`src/rtl/cpu_fpu_compare_ctrl.sv`:
```
// cpu_fpu_compare_ctrl
//   Arbitrates NUM_REQ requesters onto one shared single-precision compare unit.
//   Round-robin grant, FEQ/FLT/FLE/FMIN/FMAX decode, and local resolution of NaN,
//   both-zero equality and reserved-func cases without involving the unit.
// Ports
//   i_clock / i_reset            clock, asynchronous active-low reset
//   i_req_valid/func/op1/op2     per-requester request, held until accepted
//   o_req_accept                 one-hot accept pulse
//   o_rsp_valid                  one-hot response pulse; o_rsp_result/o_rsp_nv held
//   o_cmp_request/op1/op2        request and registered operands to the compare unit
//   i_cmp_ready/less/equal/min/max  compare unit results
module cpu_fpu_compare_ctrl #(
  parameter int unsigned NUM_REQ = 2,
  parameter int unsigned ID_W    = 1
) (
  input  logic                  i_clock,
  input  logic                  i_reset,
  input  logic [NUM_REQ-1:0]    i_req_valid,
  input  logic [NUM_REQ*3-1:0]  i_req_func,
  input  logic [NUM_REQ*32-1:0] i_req_op1,
  input  logic [NUM_REQ*32-1:0] i_req_op2,
  output logic [NUM_REQ-1:0]    o_req_accept,
  output logic [NUM_REQ-1:0]    o_rsp_valid,
  output logic [31:0]           o_rsp_result,
  output logic                  o_rsp_nv,
  output logic                  o_cmp_request,
  output logic [31:0]           o_cmp_op1,
  output logic [31:0]           o_cmp_op2,
  input  logic                  i_cmp_ready,
  input  logic                  i_cmp_less,
  input  logic                  i_cmp_equal,
  input  logic [31:0]           i_cmp_min,
  input  logic [31:0]           i_cmp_max
);

  typedef enum logic [1:0] {StIdle, StIssue, StDrain, StBypass} state_e;

  typedef struct packed {
    logic        bypass;
    logic        nv;
    logic [31:0] result;
  } local_res_t;

  // Cases the compare unit cannot handle, resolved here instead.
  function automatic local_res_t classify(input logic [2:0] func, input logic [31:0] a,
                                          input logic [31:0] b);
    local_res_t r;
    logic nan_a, nan_b, snan_any, zero_both;
    nan_a     = (a[30:23] == 8'hFF) && (a[22:0] != 23'd0);
    nan_b     = (b[30:23] == 8'hFF) && (b[22:0] != 23'd0);
    snan_any  = (nan_a && !a[22]) || (nan_b && !b[22]);
    zero_both = (a[30:0] == 31'd0) && (b[30:0] == 31'd0);
    r = '0;
    if (func > 3'd4) begin
      r.bypass = 1'b1;
    end else if (nan_a || nan_b) begin
      r.bypass = 1'b1;
      case (func)
        3'd0:       r.nv = snan_any;
        3'd1, 3'd2: r.nv = 1'b1;
        default: begin
          r.nv = snan_any;
          if (nan_a && nan_b) r.result = 32'h7FC0_0000;
          else if (nan_a)     r.result = b;
          else                r.result = a;
        end
      endcase
    end else if (zero_both && (func <= 3'd2)) begin
      // +0 == -0: FEQ and FLE true, FLT false. FMIN/FMAX go to the unit.
      r.bypass = 1'b1;
      r.result = {31'd0, func != 3'd1};
    end
    return r;
  endfunction

  state_e              state_q, state_d;
  logic [ID_W-1:0]     rr_ptr_q, id_q;
  logic [2:0]          func_q;
  logic [31:0]         op1_q, op2_q, rsp_result_q;
  logic                rsp_nv_q;
  logic [NUM_REQ-1:0]  rsp_valid_q;

  logic                gnt_found;
  logic [ID_W-1:0]     gnt_id, cand;
  logic                accept;
  logic [2:0]          sel_func;
  logic [31:0]         sel_op1, sel_op2, unit_result;
  local_res_t          local_res;

  // Search starts one past the last grant and wraps.
  always_comb begin
    gnt_found = 1'b0;
    gnt_id    = '0;
    cand      = '0;
    for (int unsigned off = 1; off <= NUM_REQ; off++) begin
      cand = ID_W'((32'(rr_ptr_q) + off) % NUM_REQ);
      if (!gnt_found && i_req_valid[cand]) begin
        gnt_found = 1'b1;
        gnt_id    = cand;
      end
    end
  end

  assign sel_func  = i_req_func[gnt_id*3 +: 3];
  assign sel_op1   = i_req_op1[gnt_id*32 +: 32];
  assign sel_op2   = i_req_op2[gnt_id*32 +: 32];
  assign local_res = classify(sel_func, sel_op1, sel_op2);

  // Gated by reset so no accept pulse escapes while the block is held in reset.
  assign accept = i_reset && (state_q == StIdle) && !i_cmp_ready && gnt_found;

  always_comb begin
    case (func_q)
      3'd0:    unit_result = {31'd0, i_cmp_equal};
      3'd1:    unit_result = {31'd0, i_cmp_less};
      3'd2:    unit_result = {31'd0, i_cmp_less | i_cmp_equal};
      3'd3:    unit_result = i_cmp_min;
      default: unit_result = i_cmp_max;
    endcase
  end

  // State register
  always_ff @(posedge i_clock or negedge i_reset) begin
    if (!i_reset) state_q <= StIdle;
    else          state_q <= state_d;
  end

  // Next state
  always_comb begin
    state_d = state_q;
    unique case (state_q)
      StIdle:   if (accept) state_d = local_res.bypass ? StBypass : StIssue;
      StIssue:  if (i_cmp_ready) state_d = StDrain;
      StDrain:  if (!i_cmp_ready) state_d = StIdle;
      StBypass: state_d = StIdle;
      default:  state_d = StIdle;
    endcase
  end

  // Request latch and response registers
  always_ff @(posedge i_clock or negedge i_reset) begin
    if (!i_reset) begin
      rr_ptr_q     <= ID_W'(NUM_REQ - 1);
      id_q         <= '0;
      func_q       <= '0;
      op1_q        <= '0;
      op2_q        <= '0;
      rsp_result_q <= '0;
      rsp_nv_q     <= 1'b0;
      rsp_valid_q  <= '0;
    end else begin
      rsp_valid_q <= '0;
      if (accept) begin
        id_q     <= gnt_id;
        rr_ptr_q <= gnt_id;
        func_q   <= sel_func;
        op1_q    <= sel_op1;
        op2_q    <= sel_op2;
        if (local_res.bypass) begin
          rsp_result_q <= local_res.result;
          rsp_nv_q     <= local_res.nv;
          rsp_valid_q  <= NUM_REQ'(1) << gnt_id;
        end
      end
      if ((state_q == StIssue) && i_cmp_ready) begin
        rsp_result_q <= unit_result;
        rsp_nv_q     <= 1'b0;
        rsp_valid_q  <= NUM_REQ'(1) << id_q;
      end
    end
  end

  // Outputs
  always_comb begin
    o_req_accept  = accept ? (NUM_REQ'(1) << gnt_id) : '0;
    o_cmp_request = (state_q == StIssue);
    o_cmp_op1     = op1_q;
    o_cmp_op2     = op2_q;
    o_rsp_valid   = rsp_valid_q;
    o_rsp_result  = rsp_result_q;
    o_rsp_nv      = rsp_nv_q;
  end

endmodule

```
`config.mk`:
```
export PLATFORM = sky130hd
export DESIGN_NAME = cpu_fpu_compare_ctrl
export DESIGN_NICKNAME = d
export VERILOG_FILES = /design/src/rtl/cpu_fpu_compare_ctrl.sv
export SDC_FILE = /design/constraint.sdc
export NUM_CORES = 1
export LEC_CHECK = 0
export BUFFER_PORTS_ARGS = -buffer_cell sky130_fd_sc_hd__buf_2
export CAP_MARGIN = 25
export CORE_UTILIZATION = 43
export DETAILED_ROUTE_END_ITERATION = 16
export PLACE_DENSITY = 0.75
export SLEW_MARGIN = 20
export SYNTH_ARGS = -nofsm -noshare
export SYNTH_HDL_FRONTEND = slang
export SYNTH_SLANG_ARGS = --single-unit
```
`constraint.sdc`:
```
create_clock -name i_clock -period 2.4 [get_ports i_clock]
set_input_delay 0.6 -clock i_clock [delete_from_list [all_inputs] [get_ports i_clock]]
set_output_delay 0.6 -clock i_clock [all_outputs]
set_load 0.01 [all_outputs]
```
# Yosys cells after proc, flatten, opt, wreduce, memory -nomap -nowiden
# Index checks and enable logic that the tools add are counted.
[classes] n_addsub=2 n_mul=1 magnitude_cmp=4 eq_ne=14 shift=5 muxes=35 bitwise_logic=1 reduce_logical=31
[op_table] op="2-to-1 mux 32 bit" count=7
[op_table] op="one-hot mux 32 bit (4 select lines)" count=1
[op_table] op="variable part select 64 x 7 -> 32 bit" count=2
[op_table] op="zero test 31 bit" count=2
[op_table] op="nonzero test 23 bit" count=2
[op_table] op="2-to-1 mux 33 bit" count=1
[op_table] op="2-to-1 mux 1 bit" count=17
[op_table] op="equality test 8 bit (second input constant)" count=2
[op_table] op="2-to-1 mux 2 bit" count=8
[op_table] op="logical AND 1 bit" count=12
[op_table] op="equality test 3 x 2 -> 1 bit (second input constant)" count=3
[op_table] op="one-hot mux 2 bit (4 select lines)" count=1
[op_table] op="equality test 3 x 1 -> 1 bit (second input constant)" count=2
[op_table] op="zero test 3 bit" count=2
[op_table] op="variable part select 6 x 4 -> 3 bit" count=1
[op_table] op="equality test 2 bit (second input constant)" count=2
[op_table] op="zero test 1 bit" count=4
[op_table] op="< comparator 1 x 2 -> 1 bit (second input constant)" count=2
[op_table] op="inequality test 2 bit (second input constant)" count=2
[op_table] op="nonzero test 2 bit" count=2
[op_table] op="left shift 1 x 1 -> 2 bit (first input constant)" count=2
[op_table] op="> comparator 3 bit (second input constant)" count=1
[op_table] op="<= comparator 3 x 2 -> 1 bit (second input constant)" count=1
[op_table] op="multiplier 1 x 2 -> 3 bit (second input constant)" count=1
[op_table] op="11 further kinds" count=13
[word_totals] regBits=106 inputBits=205 out_inout_bits=102 wordCells=102

# Logic depth before layout (Yosys ltp)
[depth] word_depth=18 mapped_depth=11

# Worst setup path before layout
# No wires, ideal clock.
[synth_timing] kind="input to register" start="input port i_req_op1[37]" end="register rsp_result_q[0], in the netlist o_rsp_result[0]" setup_time_ns=0.125 arrival_ns=2.499 path_slack_ns=-0.224 cell_stages=9 n_path_buf=1 path_cell_list="nor4_1 > nand4_1 > or2_1 > a32oi_2 > nand2b_2 > a211oi_4 > o21a_1 > buf_6 > mux2_2"
[synth_between] elab_chain_cells=11 elab_cells_between_ends=22 classes_between="1 x shift; 12 x mux; 9 x reduce/logical"
[synth_lines] item="from (decl)" line="20" rtl="input logic [NUM_REQ*32-1:0] i_req_op1,"
[synth_lines] item="variable part select 64 x 7 -> 32 bit *" line="105" rtl="assign sel_op1 = i_req_op1[gnt_id*32 +: 32];"
[synth_lines] item="nonzero test 23 bit" line="49" rtl="nan_a = (a[30:23] == 8'hFF) && (a[22:0] != 23'd0);"
[synth_lines] item="logical AND 1 bit" line="49"
[synth_lines] item="2-to-1 mux 32 bit / logical AND 1 bit (equally long branches)" line="64, 63"
[synth_lines] item="2-to-1 mux 32 bit" line="63" rtl="if (nan_a && nan_b) r.result = 32'h7FC0_0000;"
[synth_lines] item="2-to-1 mux 32 bit" line="58" rtl="case (func)"
[synth_lines] item="2-to-1 mux 32 bit" line="56" rtl="end else if (nan_a || nan_b) begin"
[synth_lines] item="2-to-1 mux 33 bit" line="54" rtl="if (func > 3'd4) begin"
[synth_lines] item="2-to-1 mux 32 bit" line="159" rtl="if (local_res.bypass) begin"
[synth_lines] item="2-to-1 mux 32 bit" line="153" rtl="if (accept) begin"
[synth_lines] item="2-to-1 mux 32 bit" line="165" rtl="if ((state_q == StIssue) && i_cmp_ready) begin"
[synth_lines] item="to (signal assigned)" line="160" rtl="rsp_result_q <= local_res.result;"
[synth_lines] item="to (signal assigned)" line="166" rtl="rsp_result_q <= unit_result;"
[synth_lines] item="to (decl)" line="79" rtl="logic [31:0] op1_q, op2_q, rsp_result_q;"
# Mark *: on every way between the ends. The rest lies on a longest branch, timed or not. The select of a mux whose other input is x is not followed.
# A chain may end at the register's enable or synchronous reset.

# Worst setup path in the final report
[layout_timing] start="input port i_req_op1[54]" end="register rsp_result_q[13], in the netlist o_rsp_result[13]"
# The elaborated chain is that of the path after synthesis.

==> qor.txt <==
met2 WL - 13.55 mm
Overall Global Routing Usage - 0.3548
detailed-routed wire length on met3 - 2.789 mm
worst skew pair latency - 0.36 ns
Worst Hold Class - in2async
final setup TNS - -7.287 ns
die area - 16200 sq um
Final Util - 0.6894
post-synthesis sequential area ratio - 0.3933
Data required, critical path - 2.67 ns
Initial Util - 0.4422
Reg clk slew, reported paths - 0.08 ns
WL per Instance - 19.02 um
via/cell ratio - 5.817
max_cap viols - 0
Slew HR - 0.5946
post-synthesis mux area share - 0.04506
Main synth FF type - dfrtp_1
Chip Width - 127.3 um
initial antenna violation count - 0
first-pass GRT wire length - 43.86 mm
Post-Syn Nets - 1060
Ys Warns - 0
placed insts - 1509
crit end category - flop
DRC violations left - 0
Metal-1 WL - 11.57 mm
Cell variety after synth - 53
async set-reset flop share out of synthesis - 1.000
status - finished, violations left
worst-margin pin slew - 0.6081 ns
CTS tree - done
n_diodes - 0
Critical R2R Launch - rr_ptr_q
Adder-Cell Fraction of Synth Area - 0
post-synthesis compound-gate area fraction - 0.2709
Synth Area in Simple Gates - 0.2179
Routed WL - 29.16 mm
H-tree depth - 3
Pre-antenna DRT Iters - 7
power per cell area - 715.6 nW/um^2
via count - 8918
synthesized area - 6748 sq um
synthesized flop and latch total - 106
vias in the first global route - 8226
Worst setup SP type - input port
Worst Clk Skew - 0.006714 ns
Die H - 127.3 um
core area - 15260 sq um
# setup viols final - 36
Layout Nets - 1522
Cells after Synth - 855
Layout area overhead - 55.89%
xor and xnor area share after synthesis - 0.002596
fin worst setup slack - -0.2537 ns
largest net degree at the start of global routing - 107
row count - 45
HPWL Detailed - 21.65 mm
violations in the final reports - negative setup slack
Slew Viols, Final - 0
fin crit share - 1.106
cts bufs inserted - 9
leading area contributor after synthesis - dfrtp_1
Tot Pwr - 7.527 mW
most common cell in the netlist - nand2_1
synth top area cells - dfrtp_1 39%, nand2_1 7.8%, a31oi_1 7.7%, nor2_1 5.5%, o211ai_1 4.2%
P_leak - 5.137 nW
fin crit period - 2.654 ns
final antenna-violating net count - 0
CTS root buf - clkbuf_16
Placer Congestion - 0.9263
VDD IR-drop max - 0.3946 mV
Clock Path Buffers - 2
Detailed Route Iter0 Violations - 822
share of the synthesized area in the top cell type - 0.3894
Syn Area/Cell - 7.892 sq um
hold_ws - 0.3546 ns
Crit. Startpoint - i_req_op1[54]
ratio of cells with drive above 1 in the final layout - 0.4334
Peak Freq - 0.3768 GHz
largest family of logic cells by synthesized area - compound AO/OA/AOI/OAI gates
Top-Level Pins - 307
top cells by count, synth - 141 x nand2_1, 105 x dfrtp_1, 98 x nor2_1
total grt overflow - 0
CTS sink count - 106
RSZ-0062 raised after global routing - true
number of port buffers - 306
top routing layer in use - met4
crit path max fanout - 11
EDFF count, synth - 0
Post-Layout Cell Count - 1533
final hold vios - 0
critical path class - in2reg
worst path arrival time - 2.93 ns
==> per-layer routing <==
metal	up-vias	global-route usage
li1	4059	-
met1	4199	0.4616
met2	568	0.5734
met3	92	0.05863
met4	0	0.1751
met5	-	0
==> flip-flops by register name, summed over array words and instances, names as in the netlist <==
name,cells
func_q,3
id_q,1
o_cmp_op1,32
o_cmp_op2,32
o_rsp_nv,1
o_rsp_result,32
o_rsp_valid,2
rr_ptr_q,1
state_q,2
==> cell families after synthesis <==
| family | after synthesis |
|---|---|
| buf+inv | 115 |
| flops | 106 |
| simple gates | 332 |
| compound gates | 270 |
| mux | 30 |
| xor+xnor | 2 |
==> placed cells by master, fill, tap and decap left out, drive strengths merged, types with 25 or more instances in the layout <==
master / netlist / layout
a211oi: 26 / 26
a21oi: 54 / 54
a31oi: 83 / 83
buf: 15 / 519
dfrtp: 105 / 105
inv: 46 / 47
mux2i: 27 / 27
nand2: 141 / 141
nand3: 25 / 25
nor2: 99 / 99
nor4: 31 / 31
o211ai: 38 / 38
==> path summary, 6_finish.rpt <==
| check | cells after the start | end | slack, ns |
|---|---|---|---|
| worst max-delay path | 11 | o_rsp_result[13] | -0.25 |
| worst min-delay path | 2 | o_rsp_result[1] | 0.35 |
| worst max register to register | 9 | o_rsp_result[14] | -0.08 |
| worst min register to register | 2 | o_cmp_op1[22] | 0.48 |
| max in group asynchronous | 2 | o_rsp_result[12] | 1.57 |
| min in group i_clock | 2 | o_cmp_op1[22] | 0.48 |
==> report_power, final <==
part / switching [mW] / internal, mW / total (mW)
sequential: 0.374 / 2.39 / 2.76
combinational: 1.81 / 1.42 / 3.23
clock: 0.715 / 0.819 / 1.53
total: 2.90 / 4.63 / 7.53
==> through the flow <==
stage,setup WS (ns),cell area [sq um]
after floorplan,-0.1191,6804
after global placement,-0.6791,9976
after detailed placement,-0.7570,9976
after CTS,-0.1257,10410
after global routing,-0.3073,10520
final,-0.2537,10520
==> critical path, stage by stage <==
cell and delay (ns):
buf_8 0.10, nor4_4 0.33, buf_4 0.18, nand4_1 0.19, or2_1 0.31, a32oi_2 0.27
nand2b_4 0.10, a211oi_4 0.21, o21a_4 0.21, buf_8 0.18, mux2i_1 0.23
==> repair_timing <==
action,CTS,global route
hold buffers,0,0
gates resized for setup,23,13
pin swaps,5,3
setup buffers,3,5
setup endpoints to repair,36,35
gates cloned,0,1
==> area by class of cell <==
cell class | instances | area [sq um]
Sequential cell | 106 | 2654
Inverter | 46 | 172.7
Clock inverter | 5 | 63.81
Tap cell | 211 | 264.0
Timing Repair Buffer | 520 | 3297
Multi-Input combinational cell | 634 | 3835
Clock buffer | 11 | 232.7
Fill cell | 1267 | 4740
Note: power is estimated with default switching activity, not from simulation.
